File: src/rtl/uart_cmd_pkg.sv
// Shared definitions for the host command link: framing byte, command codes,
// parser state encoding and payload-length lookup.
package uart_cmd_pkg;

    localparam logic [7:0] SOM                = 8'h55;
    localparam logic [7:0] CMD_TICS_PER_REV   = 8'h11;
    localparam logic [7:0] CMD_SET_SPEED1     = 8'h21;
    localparam logic [7:0] CMD_SET_SPEED2     = 8'h22;
    localparam logic [7:0] CMD_SET_ACCEL      = 8'h23;
    localparam logic [7:0] CMD_GET_ENCDR1     = 8'h24;
    localparam logic [7:0] CMD_GET_ENCDR2     = 8'h25;
    localparam logic [7:0] CMD_RST_ENCDRS     = 8'h26;

    localparam int unsigned LEN_W = 2;

    typedef logic [1:0] state_t;
    localparam state_t ST_HUNT = 2'd0;
    localparam state_t ST_CMD  = 2'd1;
    localparam state_t ST_DATA = 2'd2;
    localparam state_t ST_CHK  = 2'd3;

    function automatic logic cmd_known(input logic [7:0] cmd);
        case (cmd)
            CMD_TICS_PER_REV, CMD_SET_SPEED1, CMD_SET_SPEED2, CMD_SET_ACCEL,
            CMD_GET_ENCDR1, CMD_GET_ENCDR2, CMD_RST_ENCDRS: return 1'b1;
            default: return 1'b0;
        endcase
    endfunction

    function automatic logic [LEN_W-1:0] payload_len(input logic [7:0] cmd);
        case (cmd)
            CMD_TICS_PER_REV:                              return LEN_W'(2);
            CMD_SET_SPEED1, CMD_SET_SPEED2, CMD_SET_ACCEL: return LEN_W'(1);
            default:                                       return LEN_W'(0);
        endcase
    endfunction

endpackage

File: src/rtl/uart_cmd_decoder_if.sv
// Received-byte stream from the uart_rx byte receiver into the command decoder.
interface uart_cmd_decoder_if;
    logic       i_Rx_DV;
    logic [7:0] i_Rx_Byte;

    modport master (output i_Rx_DV, output i_Rx_Byte);
    modport slave  (input  i_Rx_DV, input  i_Rx_Byte);
endinterface

File: src/rtl/uart_rx_timeout.sv
// Inter-byte timeout: reloads on clear, counts down while run is high,
// expired flags the terminal count.
module uart_rx_timeout #(
    parameter int unsigned c_TIMEOUT = 86800
) (
    input  logic clk_100MHz,
    input  logic rst_n,
    input  logic clear,
    input  logic run,
    output logic expired
);
    localparam int unsigned CNT_W = $clog2(c_TIMEOUT + 1);
    localparam logic [CNT_W-1:0] LOAD = CNT_W'(c_TIMEOUT - 1);

    logic [CNT_W-1:0] cnt;

    always_ff @(posedge clk_100MHz or negedge rst_n) begin
        if (!rst_n) begin
            cnt <= LOAD;
        end else if (clear) begin
            cnt <= LOAD;
        end else if (run && (cnt != '0)) begin
            cnt <= cnt - CNT_W'(1);
        end
    end

    assign expired = run && (cnt == '0);

endmodule

File: src/rtl/uart_cmd_decoder.sv
// Host command frame parser: SOM, CMD, payload, XOR checksum. Valid frames
// update held motor registers and fire one-clock action strobes.
module uart_cmd_decoder
    import uart_cmd_pkg::*;
#(
    parameter int unsigned c_CLKS_PER_BIT  = 1736,
    parameter int unsigned c_TIMEOUT_BYTES = 5
) (
    input  logic                clk_100MHz,
    input  logic                rst_n,
    uart_cmd_decoder_if.slave   rx,
    output logic [15:0]         o_tics_per_rev,
    output logic [7:0]          o_speed1,
    output logic [7:0]          o_speed2,
    output logic [7:0]          o_accel,
    output logic                o_get_enc1,
    output logic                o_get_enc2,
    output logic                o_rst_encdrs,
    output logic                o_cmd_valid,
    output logic                o_cmd_err
);
    localparam int unsigned c_TIMEOUT = c_TIMEOUT_BYTES * 10 * c_CLKS_PER_BIT;

    state_t             state, state_nx;
    logic [7:0]         cmd_q, cmd_nx;
    logic [LEN_W-1:0]   len_q, len_nx;
    logic [15:0]        hold_q, hold_nx;
    logic [7:0]         chk_q, chk_nx;
    logic [15:0]        tics_nx;
    logic [7:0]         speed1_nx, speed2_nx, accel_nx;
    logic               get_enc1_nx, get_enc2_nx, rst_encdrs_nx, valid_nx, err_nx;
    logic               tmo_expired_c;

    uart_rx_timeout #(.c_TIMEOUT(c_TIMEOUT)) u_timeout (
        .clk_100MHz (clk_100MHz),
        .rst_n      (rst_n),
        .clear      (rx.i_Rx_DV),
        .run        (state != ST_HUNT),
        .expired    (tmo_expired_c)
    );

    // Next-state, frame accumulation and commit decode
    always_comb begin
        state_nx      = state;
        cmd_nx        = cmd_q;
        len_nx        = len_q;
        hold_nx       = hold_q;
        chk_nx        = chk_q;
        tics_nx       = o_tics_per_rev;
        speed1_nx     = o_speed1;
        speed2_nx     = o_speed2;
        accel_nx      = o_accel;
        get_enc1_nx   = 1'b0;
        get_enc2_nx   = 1'b0;
        rst_encdrs_nx = 1'b0;
        valid_nx      = 1'b0;
        err_nx        = 1'b0;

        if (rx.i_Rx_DV) begin
            case (state)
                ST_HUNT: begin
                    if (rx.i_Rx_Byte == SOM) state_nx = ST_CMD;
                end
                ST_CMD: begin
                    if (cmd_known(rx.i_Rx_Byte)) begin
                        cmd_nx   = rx.i_Rx_Byte;
                        chk_nx   = rx.i_Rx_Byte;
                        len_nx   = payload_len(rx.i_Rx_Byte);
                        state_nx = (payload_len(rx.i_Rx_Byte) == '0) ? ST_CHK : ST_DATA;
                    end else begin
                        err_nx   = 1'b1;
                        state_nx = ST_HUNT;
                    end
                end
                ST_DATA: begin
                    hold_nx = {hold_q[7:0], rx.i_Rx_Byte};
                    chk_nx  = chk_q ^ rx.i_Rx_Byte;
                    len_nx  = len_q - LEN_W'(1);
                    if (len_q == LEN_W'(1)) state_nx = ST_CHK;
                end
                default: begin
                    state_nx = ST_HUNT;
                    if (rx.i_Rx_Byte == chk_q) begin
                        valid_nx = 1'b1;
                        case (cmd_q)
                            CMD_TICS_PER_REV: tics_nx       = hold_q;
                            CMD_SET_SPEED1:   speed1_nx     = hold_q[7:0];
                            CMD_SET_SPEED2:   speed2_nx     = hold_q[7:0];
                            CMD_SET_ACCEL:    accel_nx      = hold_q[7:0];
                            CMD_GET_ENCDR1:   get_enc1_nx   = 1'b1;
                            CMD_GET_ENCDR2:   get_enc2_nx   = 1'b1;
                            CMD_RST_ENCDRS:   rst_encdrs_nx = 1'b1;
                            default:          valid_nx      = 1'b1;
                        endcase
                    end else begin
                        err_nx = 1'b1;
                    end
                end
            endcase
        end else if (tmo_expired_c) begin
            // A byte landing on the terminal count takes the branch above instead
            err_nx   = 1'b1;
            state_nx = ST_HUNT;
        end
    end

    always_ff @(posedge clk_100MHz or negedge rst_n) begin
        if (!rst_n) begin
            state          <= ST_HUNT;
            cmd_q          <= 8'h00;
            len_q          <= '0;
            hold_q         <= 16'h0000;
            chk_q          <= 8'h00;
            o_tics_per_rev <= 16'h0000;
            o_speed1       <= 8'h80;
            o_speed2       <= 8'h80;
            o_accel        <= 8'h00;
            o_get_enc1     <= 1'b0;
            o_get_enc2     <= 1'b0;
            o_rst_encdrs   <= 1'b0;
            o_cmd_valid    <= 1'b0;
            o_cmd_err      <= 1'b0;
        end else begin
            state          <= state_nx;
            cmd_q          <= cmd_nx;
            len_q          <= len_nx;
            hold_q         <= hold_nx;
            chk_q          <= chk_nx;
            o_tics_per_rev <= tics_nx;
            o_speed1       <= speed1_nx;
            o_speed2       <= speed2_nx;
            o_accel        <= accel_nx;
            o_get_enc1     <= get_enc1_nx;
            o_get_enc2     <= get_enc2_nx;
            o_rst_encdrs   <= rst_encdrs_nx;
            o_cmd_valid    <= valid_nx;
            o_cmd_err      <= err_nx;
        end
    end

endmodule

File: src/flat_wrapper.sv
// flat-port wrapper written by rule: the top's interface ports become plain ports
module uart_cmd_decoder_flat import uart_cmd_pkg::*;
#(
    parameter int unsigned c_CLKS_PER_BIT  = 1736,
    parameter int unsigned c_TIMEOUT_BYTES = 5
)
  (clk_100MHz, rst_n, o_tics_per_rev, o_speed1, o_speed2, o_accel, o_get_enc1, o_get_enc2, o_rst_encdrs, o_cmd_valid, o_cmd_err, rx_i_Rx_DV, rx_i_Rx_Byte);
  uart_cmd_decoder_if rx_i ();
  input  logic clk_100MHz;
  input  logic rst_n;
  output logic [15:0] o_tics_per_rev;
  output logic [7:0] o_speed1;
  output logic [7:0] o_speed2;
  output logic [7:0] o_accel;
  output logic o_get_enc1;
  output logic o_get_enc2;
  output logic o_rst_encdrs;
  output logic o_cmd_valid;
  output logic o_cmd_err;
  input wire logic [$bits(rx_i.i_Rx_DV)-1:0] rx_i_Rx_DV;
  input wire logic [$bits(rx_i.i_Rx_Byte)-1:0] rx_i_Rx_Byte;
  assign rx_i.i_Rx_DV = rx_i_Rx_DV;
  assign rx_i.i_Rx_Byte = rx_i_Rx_Byte;
  uart_cmd_decoder #(.c_CLKS_PER_BIT(c_CLKS_PER_BIT), .c_TIMEOUT_BYTES(c_TIMEOUT_BYTES)) u_core (.clk_100MHz(clk_100MHz), .rst_n(rst_n), .rx(rx_i), .o_tics_per_rev(o_tics_per_rev), .o_speed1(o_speed1), .o_speed2(o_speed2), .o_accel(o_accel), .o_get_enc1(o_get_enc1), .o_get_enc2(o_get_enc2), .o_rst_encdrs(o_rst_encdrs), .o_cmd_valid(o_cmd_valid), .o_cmd_err(o_cmd_err));
endmodule
File: config.mk
export PLATFORM = sky130hd
export DESIGN_NAME = uart_cmd_decoder_flat
export DESIGN_NICKNAME = d
export VERILOG_FILES = /design/src/rtl/uart_cmd_pkg.sv /design/src/rtl/uart_cmd_decoder_if.sv /design/src/rtl/uart_rx_timeout.sv /design/src/rtl/uart_cmd_decoder.sv /design/src/flat_wrapper.sv
export SDC_FILE = /design/constraint.sdc
export NUM_CORES = 1
export LEC_CHECK = 0
export BUFFER_PORTS_ARGS = -buffer_cell sky130_fd_sc_hd__buf_2
export CAP_MARGIN = 25
export CORE_MARGIN = 4
export CORE_UTILIZATION = 52
export DETAILED_ROUTE_END_ITERATION = 16
export PLACE_DENSITY = 0.83
export SLEW_MARGIN = 5
export SYNTH_ARGS = -nofsm -noshare
export SYNTH_HDL_FRONTEND = slang
export SYNTH_HIERARCHICAL = 1
export SYNTH_SLANG_ARGS = --single-unit
File: constraint.sdc
create_clock -name clk_100MHz -period 1.9 [get_ports clk_100MHz]
set_input_delay 0.19 -clock clk_100MHz [delete_from_list [all_inputs] [get_ports clk_100MHz]]
set_output_delay 0.19 -clock clk_100MHz [all_outputs]
set_load 0.005 [all_outputs]
==> summary.md <==
The run finished, with violations left. The checks that failed: negative setup slack. The fraction of registers with async set/reset works out to 100%. TritonCTS built the clock tree. For the worst setup path, the data arrival time is 2.24 ns. During placement, the flow inserted port buffers numbering 55. The routed layout has 3,579 vias. 56 I/O pins were placed.

The number of nets handed over by synthesis was 394. The first routing iteration left 213 violations. The logs give 32 for the setup-violating endpoint count in the final report and 2.16 ns for the required time of the critical path. The layout has 598 filler cells.

The standard cell core area is 8760 sq um. The number of flops mapped to enable cells by yosys was 0. After global routing the overflow that remains totals 0. The run gives 608 as the final instance count without filler cells. In the synthesized netlist the dominant register cell turns out to be sky130_fd_sc_hd__dfrtp_1. The die is 103 um tall. The biggest area contributor in the post-synthesis netlist is sky130_fd_sc_hd__dfrtp_1.

The count of cell types in the netlist was 69; the fraction of layout cells with a size suffix above 1 was 51.6%. The number of antenna-violating nets in the routed design is 0. Hold is met by 0.133 ns.

The critical path goes through or4b_4 > nor4_2 > nand4_1 > buf_6 > mux2_2. The tool flagged a number of max-cap violations equal to 0. On the critical path the largest part of the delay comes from simple AND/OR/NAND/NOR gates.

The largest stage delay on the critical path is 0.60 ns, and the Yosys warning count is 6. For the via count of the first global-routing pass, the log shows 3,562. In this run the power density over the cells is 863 nW/um^2. In the post-synthesis netlist, the biggest area contributors are sky130_fd_sc_hd__dfrtp_1 46%, sky130_fd_sc_hd__mux2_2 12%, sky130_fd_sc_hd__dfstp_2 6.1%, sky130_fd_sc_hd__mux2_4 3.5%, sky130_fd_sc_hd__nor2_1 2.4%. On the critical path, the stage with the largest delay is an instance of sky130_fd_sc_hd__or4b_4. After synthesis, flip-flops and latches occupy 52.4% of the total area. The average size of a mapped cell is 12.4 sq um, and the number of optimization iterations in the first detailed-route pass is 4. Along the worst path, the maximum fanout reaches 7. The max-slew violation count came out at 0. For the number of buffers added by the clock tree synthesis step, the log shows 9.

The net count of the finished layout is 508. The via-per-instance ratio is 5.89, and the count of clock tree sinks is 98. The die covers 10,600 sq um.

The area share of the largest cell type after synthesis was 46.2%. The total buffers and inverters traversed by the critical path was 1. Clock-pin slew was measured on the worst setup and hold paths at 0.10 ns.

The synthesized area was 4710 sq um. Global routing used 22.5% of the available tracks. The first global-routing pass estimated 18.4 mm of wire.

Path category of the worst min-delay check: in -> reg. The placed instances occupy a cell area of 5540 sq um. The number of storage elements in the synthesis netlist works out to 98. The average wire per cell in the routed design was 18.9 um; the post-placement cell count was 581. In the final layout, flip-flops and latches occupy 2470 sq um. In the routed design, unresolved DRC markers number 0. The worst setup path is captured at a flip-flop. The finished cells cover 6000 sq um. STA classifies the critical path startpoint as a flip-flop. For this configuration, the core starts out at a cell density of 53.8%. Entering global routing, the biggest net connects 39 pins. The leakage dissipation is 2.88 nW, and the post-layout minimum cycle time is 1.98 ns. Detailed placement finished with a half-perimeter wire length of 7.99 mm. The clock reaches the later pin of the worst-skew pair after 0.38 ns.

For this run, the top clock speed supported by timing is 505 MHz. Compared with the post-synthesis result, the final layout area differs by 27.4%. The commonest cells after synthesis are 87 x sky130_fd_sc_hd__dfrtp_1, 51 x sky130_fd_sc_hd__mux2_2, 30 x sky130_fd_sc_hd__nor2_1.

Kind of critical path: reg -> reg. The logs give -0.0784 ns for the final setup slack of the worst path and 0.555 mV for the worst voltage drop across the vdd grid. Of the available clock period, the critical path in the final layout requires 104%. Setup repair after global routing could not meet its margin everywhere. In this run the core area contains 34 standard-cell rows.

The worst pin sits at a relative slew slack of 66.6%. The congestion estimate from routability-driven global placement came to 0.953. After detailed routing, the total wire length is 11.5 mm. The diode insertion count for antenna repair came out at 0. For the pin with the worst max-slew slack, the measured transition is 0.489 ns.

For the area of the multi-input gates, the log shows 2320 sq um. The logs give 3 for the CTS H-tree depth and -0.159 ns for the worst slack after detailed placement. In this run the deepest clock path goes through 2 buffers. In the synthesized netlist, the number of instances is 381. The number of antenna violations at the first check in global routing is 0, and the total count of hold-check failures in the final report is 0. The worst clock skew is 0.0144 ns. The tree is rooted in a sky130_fd_sc_hd__clkbuf_8. The floorplan step set the die width to 103 um. The leading cell type by number of instances after synthesis was sky130_fd_sc_hd__dfrtp_1.
area by class of cell:
cell class | instances | area share (%)
well taps | 108 | 2.25
clock buffers | 10 | 2.29
clock inverters | 6 | 0.938
inverters | 6 | 0.375
repair buffers | 125 | 14.4
multi-input cells | 255 | 38.6
flip-flops and latches | 98 | 41.1
stage by stage:
stage          TNS, ns  power, mW  utilization [%]
3_5_place_dp     -4.73       3.76             63.3
6_report         -1.25       5.18             68.5
5_1_grt          -2.89       5.45             68.5
3_3_place_gp     -2.14       3.67             63.3
2_1_floorplan    -1.95       3.31                -
4_1_cts         -0.497       5.16             67.0
flip-flops by register name (all words and copies together) (netlist names):
register,flops
u_core/hold_q,16
u_core/o_get_enc2,1
u_core/o_speed2,8
u_core/u_timeout/cnt,17
u_core/o_cmd_err,1
u_core/o_accel,8
u_core/chk_q,8
u_core/o_rst_encdrs,1
u_core/len_q,2
u_core/cmd_q,8
u_core/o_cmd_valid,1
u_core/o_get_enc1,1
u_core/o_speed1,8
u_core/o_tics_per_rev,16
u_core/state,2
cell usage in the layout, fill, tap and decap left out, types with 4 or more instances in the layout:
cell                        Yosys  routed
sky130_fd_sc_hd__a21oi_1       17      16
sky130_fd_sc_hd__xor2_1         4       4
sky130_fd_sc_hd__clkbuf_8       0      10
sky130_fd_sc_hd__mux2i_1        8       8
sky130_fd_sc_hd__nor3_1         6       5
sky130_fd_sc_hd__nand2_1       15      14
sky130_fd_sc_hd__nor2b_1       10       9
sky130_fd_sc_hd__buf_4          0      63
sky130_fd_sc_hd__xnor2_1        4       4
sky130_fd_sc_hd__dfrtp_1       87      87
sky130_fd_sc_hd__a211oi_1       7       5
sky130_fd_sc_hd__or4b_4         0       4
sky130_fd_sc_hd__mux2_2        51      42
sky130_fd_sc_hd__mux2_4        11      20
sky130_fd_sc_hd__dfstp_2       11      11
sky130_fd_sc_hd__nor2_1        30      30
sky130_fd_sc_hd__buf_2          6      54
sky130_fd_sc_hd__buf_12         0       4
sky130_fd_sc_hd__a2111oi_0      4       4
routing by layer:
| layer | vias to the layer above | global-route usage (%) | wire [um] |
|---|---|---|---|
| met5 | - | 0 | 0 |
| met4 | 0 | 7.17 | 237 |
| met3 | 25 | 5.23 | 626 |
| met2 | 103 | 37.4 | 5840 |
| met1 | 1803 | 29.5 | 4800 |
| li1 | 1648 | - | - |
logic make-up after synthesis:
kind of cell	share of synthesized area (%)
mux	17.9
simple gates	14.5
buf+inv	3.19
compound gates	10.1
flops	52.4
xor+xnor	1.49
fa+ha+maj	0.531
path summary, 6_finish.rpt:
check | from | end | slack [ns] | depth (start not counted)
setup / recovery | u_core/cmd_q[7] | u_core/o_speed1[5] | -0.08 | 5
max in group asynchronous | rst_n | u_core/cmd_q[2] | 0.92 | 3
min in group asynchronous | rst_n | u_core/len_q[1] | 0.33 | 2
hold / removal | rx_i_Rx_Byte[0] | u_core/cmd_q[0] | 0.13 | 2
hold reg to reg | u_core/o_accel[6] | u_core/o_accel[6] | 0.51 | 1
setup reg to reg | u_core/cmd_q[7] | u_core/o_speed1[5] | -0.08 | 5
where the power goes:
part | internal (mW) | leakage [nW] | switching, mW | total [mW]
sequential | 2.37 | 1.27 | 0.305 | 2.68
clock | 0.542 | 0.0973 | 0.795 | 1.34
combinational | 0.626 | 1.50 | 0.537 | 1.16
timing repair:
action,4_1_cts,5_1_grt
pin swaps,8,9
setup buffers,6,4
endpoints found under the hold margin,33,0
resized for setup,17,22
hold buffers,1,0
setup endpoints to repair,50,50
(Power assumes the default switching activity.)
